<file path="src/rtl/ysyx_25040129_idu_q.sv">
`default_nettype none
// ============================================================================
// ysyx_25040129_idu_q : RV32I/E decode stage feeding a DEPTH-entry micro-op FIFO
// Revision 1.0
// ============================================================================
module ysyx_25040129_idu_q #(
  parameter int DEPTH = 2,
  parameter bit RV32E = 1'b0
) (
  input  logic                    clk,
  input  logic                    rst,
  input  logic                    flush,
  input  logic                    in_valid,
  output logic                    in_ready,
  input  logic [31:0]             in_inst,
  input  logic [31:0]             in_pc,
  output logic [4:0]              rs1_addr,
  output logic [4:0]              rs2_addr,
  input  logic [31:0]             rs1_data,
  input  logic [31:0]             rs2_data,
  output logic [11:0]             csr_addr,
  input  logic [31:0]             csr_data,
  output logic                    out_valid,
  input  logic                    out_ready,
  output logic [31:0]             out_pc,
  output logic [31:0]             out_src1,
  output logic [31:0]             out_src2,
  output logic [31:0]             out_imm,
  output logic [31:0]             out_wdata,
  output logic [4:0]              out_rd,
  output logic [3:0]              out_alu_op,
  output logic [2:0]              out_lsu_rd,
  output logic [1:0]              out_lsu_wr,
  output logic                    out_reg_wr,
  output logic                    out_csr_wr,
  output logic                    out_jump,
  output logic                    out_jalr,
  output logic                    out_ecall,
  output logic                    out_ebreak,
  output logic                    out_mret,
  output logic                    out_illegal,
  output logic [$clog2(DEPTH):0]  count
);

  localparam int PW = $clog2(DEPTH);
  localparam int CW = PW + 1;

  localparam logic [6:0] OPC_OP     = 7'b0110011;
  localparam logic [6:0] OPC_OPIMM  = 7'b0010011;
  localparam logic [6:0] OPC_LOAD   = 7'b0000011;
  localparam logic [6:0] OPC_STORE  = 7'b0100011;
  localparam logic [6:0] OPC_BRANCH = 7'b1100011;
  localparam logic [6:0] OPC_JAL    = 7'b1101111;
  localparam logic [6:0] OPC_JALR   = 7'b1100111;
  localparam logic [6:0] OPC_LUI    = 7'b0110111;
  localparam logic [6:0] OPC_AUIPC  = 7'b0010111;
  localparam logic [6:0] OPC_SYSTEM = 7'b1110011;

  localparam logic [3:0] ALU_ADD = 4'b0000;
  localparam logic [3:0] ALU_OR  = 4'b0110;
  localparam logic [3:0] ALU_EQ  = 4'b1001;
  localparam logic [3:0] ALU_NE  = 4'b1010;
  localparam logic [3:0] ALU_LT  = 4'b1011;
  localparam logic [3:0] ALU_GE  = 4'b1100;
  localparam logic [3:0] ALU_LTU = 4'b1110;
  localparam logic [3:0] ALU_GEU = 4'b1111;

  typedef struct packed {
    logic [31:0] pc;
    logic [31:0] src1;
    logic [31:0] src2;
    logic [31:0] imm;
    logic [31:0] wdata;
    logic [4:0]  rd;
    logic [3:0]  alu_op;
    logic [2:0]  lsu_rd;
    logic [1:0]  lsu_wr;
    logic        reg_wr;
    logic        csr_wr;
    logic        jump;
    logic        jalr;
    logic        ecall;
    logic        ebreak;
    logic        mret;
    logic        illegal;
  } uop_t;

  logic [6:0]  opcode;
  logic [2:0]  funct3;
  logic [31:0] imm_i;
  logic [31:0] imm_s;
  logic [31:0] imm_b;
  logic [31:0] imm_u;
  logic [31:0] imm_j;
  logic        use_rs1;
  logic        use_rs2;
  logic        use_rd;
  logic        bad;
  uop_t        dec;

  assign opcode   = in_inst[6:0];
  assign funct3   = in_inst[14:12];
  assign rs1_addr = in_inst[19:15];
  assign rs2_addr = in_inst[24:20];
  assign csr_addr = in_inst[31:20];

  assign imm_i = {{20{in_inst[31]}}, in_inst[31:20]};
  assign imm_s = {{20{in_inst[31]}}, in_inst[31:25], in_inst[11:7]};
  assign imm_b = {{19{in_inst[31]}}, in_inst[31], in_inst[7], in_inst[30:25], in_inst[11:8], 1'b0};
  assign imm_u = {in_inst[31:12], 12'b0};
  assign imm_j = {{11{in_inst[31]}}, in_inst[31], in_inst[19:12], in_inst[20], in_inst[30:21], 1'b0};

  always_comb begin
    dec       = '0;
    dec.pc    = in_pc;
    dec.src1  = rs1_data;
    dec.src2  = rs2_data;
    dec.wdata = rs2_data;
    dec.imm   = imm_i;
    dec.rd    = in_inst[11:7];
    use_rs1   = 1'b0;
    use_rs2   = 1'b0;
    use_rd    = 1'b0;
    bad       = 1'b0;
    case (opcode)
      OPC_OP: begin
        dec.alu_op = {in_inst[30], funct3};
        dec.reg_wr = 1'b1;
        use_rs1 = 1'b1; use_rs2 = 1'b1; use_rd = 1'b1;
      end
      OPC_OPIMM: begin
        dec.alu_op = {(funct3 == 3'b101) ? in_inst[30] : 1'b0, funct3};
        dec.src2   = imm_i;
        dec.reg_wr = 1'b1;
        use_rs1 = 1'b1; use_rd = 1'b1;
      end
      OPC_LOAD: begin
        dec.src2   = imm_i;
        dec.reg_wr = 1'b1;
        use_rs1 = 1'b1; use_rd = 1'b1;
        case (funct3)
          3'b000:  dec.lsu_rd = 3'd1;
          3'b001:  dec.lsu_rd = 3'd2;
          3'b010:  dec.lsu_rd = 3'd3;
          3'b100:  dec.lsu_rd = 3'd4;
          3'b101:  dec.lsu_rd = 3'd5;
          default: bad = 1'b1;
        endcase
      end
      OPC_STORE: begin
        dec.imm  = imm_s;
        dec.src2 = imm_s;
        use_rs1 = 1'b1; use_rs2 = 1'b1;
        case (funct3)
          3'b000:  dec.lsu_wr = 2'd1;
          3'b001:  dec.lsu_wr = 2'd2;
          3'b010:  dec.lsu_wr = 2'd3;
          default: bad = 1'b1;
        endcase
      end
      OPC_BRANCH: begin
        dec.imm = imm_b;
        use_rs1 = 1'b1; use_rs2 = 1'b1;
        case (funct3)
          3'b000:  dec.alu_op = ALU_EQ;
          3'b001:  dec.alu_op = ALU_NE;
          3'b100:  dec.alu_op = ALU_LT;
          3'b101:  dec.alu_op = ALU_GE;
          3'b110:  dec.alu_op = ALU_LTU;
          3'b111:  dec.alu_op = ALU_GEU;
          default: bad = 1'b1;
        endcase
      end
      OPC_JAL: begin
        dec.imm  = imm_j;
        dec.src1 = in_pc;
        dec.src2 = imm_j;
        dec.jump = 1'b1; dec.jalr = 1'b1; dec.reg_wr = 1'b1;
        use_rd = 1'b1;
      end
      OPC_JALR: begin
        dec.src2 = imm_i;
        dec.jump = 1'b1; dec.jalr = 1'b1; dec.reg_wr = 1'b1;
        use_rs1 = 1'b1; use_rd = 1'b1;
      end
      OPC_LUI, OPC_AUIPC: begin
        dec.imm    = imm_u;
        dec.src1   = (opcode == OPC_AUIPC) ? in_pc : 32'd0;
        dec.src2   = imm_u;
        dec.reg_wr = 1'b1;
        use_rd = 1'b1;
      end
      OPC_SYSTEM: begin
        case (funct3)
          3'b000: begin
            case (in_inst[31:20])
              12'h000: dec.ecall  = 1'b1;
              12'h001: dec.ebreak = 1'b1;
              12'h302: dec.mret   = 1'b1;
              default: bad = 1'b1;
            endcase
          end
          // CSRRW: ALU passes rs1 through (src2 = 0) as the new CSR value
          3'b001: begin
            dec.src2   = 32'd0;
            dec.alu_op = ALU_ADD;
            dec.csr_wr = 1'b1;
            use_rs1 = 1'b1;
          end
          3'b010: begin
            dec.src2   = csr_data;
            dec.alu_op = ALU_OR;
            dec.reg_wr = 1'b1;
            use_rs1 = 1'b1; use_rd = 1'b1;
          end
          default: bad = 1'b1;
        endcase
      end
      default: bad = 1'b1;
    endcase
    if (RV32E && ((use_rs1 && in_inst[19]) || (use_rs2 && in_inst[24]) || (use_rd && in_inst[11])))
      bad = 1'b1;
    if (bad) begin
      dec.reg_wr  = 1'b0;
      dec.csr_wr  = 1'b0;
      dec.lsu_rd  = 3'd0;
      dec.lsu_wr  = 2'd0;
      dec.jump    = 1'b0;
      dec.jalr    = 1'b0;
      dec.ecall   = 1'b0;
      dec.ebreak  = 1'b0;
      dec.mret    = 1'b0;
      dec.illegal = 1'b1;
    end
  end

  uop_t          mem [DEPTH];
  uop_t          head;
  logic [PW-1:0] rd_ptr;
  logic [PW-1:0] wr_ptr;
  logic          enq;
  logic          deq;

  assign in_ready  = (count != CW'(DEPTH));
  assign out_valid = (count != '0);
  assign enq       = in_valid & in_ready;
  assign deq       = out_valid & out_ready;

  always_ff @(posedge clk) begin
    if (enq && !flush)
      mem[wr_ptr] <= dec;
  end

  always_ff @(posedge clk) begin
    if (rst || flush) begin
      count  <= '0;
      rd_ptr <= '0;
      wr_ptr <= '0;
    end else begin
      if (enq) wr_ptr <= wr_ptr + PW'(1);
      if (deq) rd_ptr <= rd_ptr + PW'(1);
      case ({enq, deq})
        2'b10:   count <= count + CW'(1);
        2'b01:   count <= count - CW'(1);
        default: count <= count;
      endcase
    end
  end

  assign head        = mem[rd_ptr];
  assign out_pc      = head.pc;
  assign out_src1    = head.src1;
  assign out_src2    = head.src2;
  assign out_imm     = head.imm;
  assign out_wdata   = head.wdata;
  assign out_rd      = head.rd;
  assign out_alu_op  = head.alu_op;
  assign out_lsu_rd  = head.lsu_rd;
  assign out_lsu_wr  = head.lsu_wr;
  assign out_reg_wr  = head.reg_wr;
  assign out_csr_wr  = head.csr_wr;
  assign out_jump    = head.jump;
  assign out_jalr    = head.jalr;
  assign out_ecall   = head.ecall;
  assign out_ebreak  = head.ebreak;
  assign out_mret    = head.mret;
  assign out_illegal = head.illegal;

endmodule
`default_nettype wire

</file>
<file path="config.mk">
export PLATFORM = sky130hd
export DESIGN_NAME = ysyx_25040129_idu_q
export DESIGN_NICKNAME = d
export VERILOG_FILES = /design/src/rtl/ysyx_25040129_idu_q.sv
export SDC_FILE = /design/constraint.sdc
export NUM_CORES = 1
export LEC_CHECK = 0
export CORE_MARGIN = 4
export CORE_UTILIZATION = 50
export DETAILED_ROUTE_END_ITERATION = 10
export GPL_ROUTABILITY_DRIVEN = 1
export PLACE_DENSITY_LB_ADDON = 0.12
export SYNTH_ARGS = -nofsm -noshare
export SYNTH_HDL_FRONTEND = slang
export SYNTH_SLANG_ARGS = --single-unit
</file>
<file path="constraint.sdc">
create_clock -name clk -period 17.8 [get_ports clk]
set_input_delay 1.78 -clock clk [delete_from_list [all_inputs] [get_ports clk]]
set_output_delay 1.78 -clock clk [all_outputs]
set_load 0.05 [all_outputs]
</file>
; ---- After elaboration in Yosys (flattened, before gate mapping)
; Memory sizes are Yosys's and may differ from the RTL's. A register that Yosys moved wholly into a read port is not among the register bits.
; Cells that the tools add are included.
; Widths: inputs -> output; s select.
[totals]
ff_bits = 4
output_inout_bits = 208
n_memories = 1
mem_bits_rw = 364
[memory_table]
columns = memory, depth, word_bits, rd, rd_clocked_by_memory_dff, wr, line_no
row1 = mem, 2, 182, 1, 1, 1, 237  ; uop_t mem [DEPTH];
[classes]
n_reduce_logical = 17
bitwise = 2
n_eq_ne = 21
muxes = 35
addsub = 4
[op_table]
columns = op, count
row1 = $pmux 32 s5, 1
row2 = $pmux 32 s2, 2
row3 = $pmux 31 s4, 1
row4 = $mux 32, 1
row5 = $eq 7x7->1 const B, 4
row6 = $pmux 4 s6, 1
row7 = $eq 7x6->1 const B, 3
row8 = $pmux 4 s4, 1
row9 = $mux 1, 15
row10 = $pmux 3 s5, 1
row11 = $eq 7x5->1 const B, 2
row12 = $mux 13, 1
row13 = $eq 12x1->1 const B, 1
row14 = $eq 12x10->1 const B, 1
row15 = $eq 3x3->1 const B, 4
row16 = $logic_not 12->1, 1
row17 = $mux 3, 4
row18 = $reduce_or 6->1, 2
row19 = $reduce_or 3->1, 3
row20 = $eq 7x2->1 const B, 1
row21 = $reduce_or 7->1, 1
row22 = $pmux 2 s3, 1
row23 = $reduce_or 2->1, 3
row24 = $pmux 1 s5, 1
row25 = other kinds (18), 23

; ---- Logic depth before layout (Yosys ltp)
[depth]
depth_word = 6
depth_mapped = 7

; ---- Least setup slack after synthesis
; Ideal clock, no wire load.
[synth_timing]
path_type = input port to flip-flop
startpoint = in in_valid
endpoint = mem mem[1][0] (netlist bit), enable pin
slack_ns = 1.804
t_required_ns = 16.816
arrival_ns = 15.012
stages = 2
path_cell_list = nand2_1 nor3b_1
[synth_via]
elab_chain_cells = 4
[synth_rtl]
columns = item, line_no
row1 = "start, declared", 13  ; input logic in_valid,
row2 = $and 1x1->1, 246  ; assign enq = in_valid & in_ready;
row3 = $logic_and 1x1->1, 250  ; if (enq && !flush)
row4 = $mux 1, 250
row5 = $mux 1 (implied by the code), 251  ; mem[wr_ptr] <= dec;
row6 = "end, declared", 237
; No other way between the ends.

==> impl_metrics.yaml <==
yosys:
  synth-seq-cells: 367
  synth_seq_area_share: 0.718
  synth-edff-count: 362
  synth_top_area_cell: "edfxtp_1"
  synth.area.top_cells: "edfxtp_1 71%, mux2_2 13%, a22o_1 2.1%"
  yosysWarnings: 0
  synth_top_area_share: 0.711
  ys.flop_type: "edfxtp_1"
  synth-async-reset-ratio: 0
  mappedNetlistNets: 1086
  syn_area_sq_um: 15300
  netlist_instances: 920
  yosysUniqueCellTypes: 56
  synthTopCellsByCount: "362 x edfxtp_1, 182 x mux2_2, 71 x nand2_1, 36 x a22o_1"
  synth_most_common_cell: "edfxtp_1"
  synth_area_per_cell_sq_um: 16.6
floorplan:
  die_h_um: 183
  rows: 63
  die_w_um: 183
  ios: 373
  core_area_sq_um: 29900
  start_util: 0.512
  dieArea_sq_um: 33400
clocking:
  cts.sinks: 367
  numCtsBuffers: 40
  postCtsSetupBuffers: 0
  clockRootBuffer: "clkbuf_16"
  hold_buffers: 0
  clk_path_buf_depth: 3
  clock_latency_ps: 510
  cts_tree: "yes"
  cts_resized: 0
  ctsHtreeMaxLevel: 2
  clk_pin_slew_ps: 60
sta:
  slew_violations: 0
  rsz0062_at_grt: "false"
  period_share: 0.297
  fin_setup_tns_ps: 0
  period_minus_slack_ps: 5280
  setup_slack_ps: 12520
  worst_slew_pin_slew_ps: 1120
  slew_headroom: 0.253
  setup_viol: 0
  max_freq_ghz: 0.189
  final_hold_viol_count: 0
  fin_skew_ps: 9.25
critical_path:
  path_cells: "buf_4 -> mux2_2 -> clkdlybuf4s50_1"
  worst_r2r_startpoint: "count[0]$_SDFFE_PP0P_"
  cpPeakStageDelay_ps: 920
  r2r_cells: 4
  ff2ff_setup_slack_ps: 15600
  arrival_ps: 3500
  crit_buf_inv: 2
  crit_path_start_kind: "register"
  crit_path_end_kind: "output port"
  crit_slowest_cell: "buf_4"
  cp_data_required_time_ps: 16020
  r2r-end: "mem[1][63]$_DFFE_PP_"
  critPathTopFamily: "buffers and inverters"
  critical_path_class: "reg2out"
  crit_fanout: 72
routing:
  drt_pass1_iterations: 5
  wl_per_cell_um: 23.3
  vias: 9513
  drc: 0
  post_drt_via_cell_ratio: 5.62
  drtAntennaViolNets: 0
  first_iter_violations: 651
  wirelength_um: 39500
min_path:
  hold_path_class: "reg2reg"
  min_from: "rd_ptr$_SDFFE_PP0P_"
  whs_path_depth: 2
power_and_ir_drop:
  powerDensity_nw_per_um2: 99.2
  power_leakage_uw: 0.00689
  switching_share: 0.240
  p_seq_frac: 0.488
  internal_power_uw: 1540
  p_total_uw: 2030
  p_switching_uw: 487
  p_comb_frac: 0.136
  p_clk_frac: 0.376
  vdd.ir_drop.worst_uv: 73.0
global_route:
  antenna_found_initial: 5
  overflow: 0
  grt_max_degree: 144
  grt_pass1_vias: 10037
  grt_pass1_wl_um: 59000
  met3_usage: 0.0664
  busiest_layer: "met2"
  grt_use_met2: 0.388
  grt_use_met1: 0.289
  grt_util_all_layers: 0.229
finish:
  nets: 1438
  fin_cells: 1692
  synthToLayoutAreaGrowth_pct: 33.6
  drive_gt1_frac: 0.196
  fillers: 2101
  final_cell_area_sq_um: 20400
run_status:
  outcome: "finished, final reports clean"
placement:
  placedInstanceArea_sq_um: 19200
  dpl.hpwl_um: 26200
  dp.cells: 1620
  port_buffers: 372
  preCtsSetupSlack_ps: 12510
  gp_congestion: 0.893
job:
  max_cap_viol_count: 0
-- stage by stage --
step	hold slack (ps)	util
final	543	0.683
after global routing	586	0.683
after CTS	542	0.683
after detailed placement	535	0.643
after global placement	524	0.643
after floorplan	518	-
-- tightest hold or removal path, delay by kind of cell (launching register included) --
family,cells,cell delay (ps)
xor gates and xnor gates,1,140
DFF,1,330
and+or+nand+nor,1,50
-- worst max-delay path by stage --
stage                                     end  cells after the start   startpoint  slack [ps]
final                              out_csr_wr                      3     register       12520
after global routing               out_csr_wr                      3     register       12390
after CTS                          out_csr_wr                      3     register       12510
after detailed placement          csr_addr[7]                      2  in_inst[27]       12510
after global placement            csr_addr[7]                      2  in_inst[27]       12520
after floorplan           mem[1][0]$_DFFE_PP_                      2     in_valid        1800
-- layer usage --
layer	wire, um	share of wire
met2	19700	0.50
met4	939	0.024
met3	3410	0.086
met5	33	0.00084
met1	15400	0.39
-- cells in the final DEF (no fill, tap or decap), types with 3 or more instances in the layout --
cell / n
edfxtp_1: 362
buf_4: 6
o21ai_0: 18
clkbuf_1: 10
a22o_1: 36
nor2_1: 13
and3_1: 4
diode_2: 3
xor2_1: 3
a221o_1: 7
o2111ai_1: 25
nand2_1: 71
a21boi_0: 6
nand3_1: 7
clkinv_2: 4
clkbuf_16: 41
clkinv_1: 11
nor4_1: 4
or2_2: 3
nor3_1: 9
nand2b_1: 3
a31oi_1: 4
inv_1: 29
o211ai_1: 5
xnor2_1: 3
dfxtp_1: 4
and2_1: 9
mux2_2: 182
clkdlybuf4s50_1: 372
-- cells by family after synthesis --
group                    Yosys count  synth area share
AO/OA/AOI/OAI                    114            0.0590
XOR/XNOR                           6           0.00344
adder cells (fa/ha/maj)            1          0.000818
buffers and inverters            100            0.0335
flip-flops                       367             0.718
multiplexers                     183             0.135
AND/OR/NAND/NOR                  149            0.0509
-- power groups by stage --
stage | Clock [uW] | Combinational, uW | Sequential [uW]
2_1_floorplan | 0 | 164 | 1020
3_3_place_gp | 0 | 273 | 1010
3_5_place_dp | 0 | 275 | 1010
4_1_cts | 776 | 277 | 989
5_1_grt | 816 | 288 | 991
6_report | 761 | 275 | 989
-- final cells by class --
type / count / area, sq um / area share
Sequential cell: 367 / 11000 / 0.537
Multi-Input combinational cell: 453 / 3830 / 0.188
Timing Repair Buffer: 380 / 3810 / 0.187
Clock buffer: 51 / 1060 / 0.0521
Tap cell: 390 / 488 / 0.0239
Clock inverter: 18 / 133 / 0.00650
Inverter: 30 / 113 / 0.00552
Antenna cell: 3 / 7.51 / 0.000368
-- sequential cells by signal, summed over array words and instances (netlist names), named ones only --
| register | cells |
|---|---|
| rd_ptr | 1 |
| mem | 362 |
| wr_ptr | 1 |
| count | 2 |
Power figures use the tool's default switching activity.
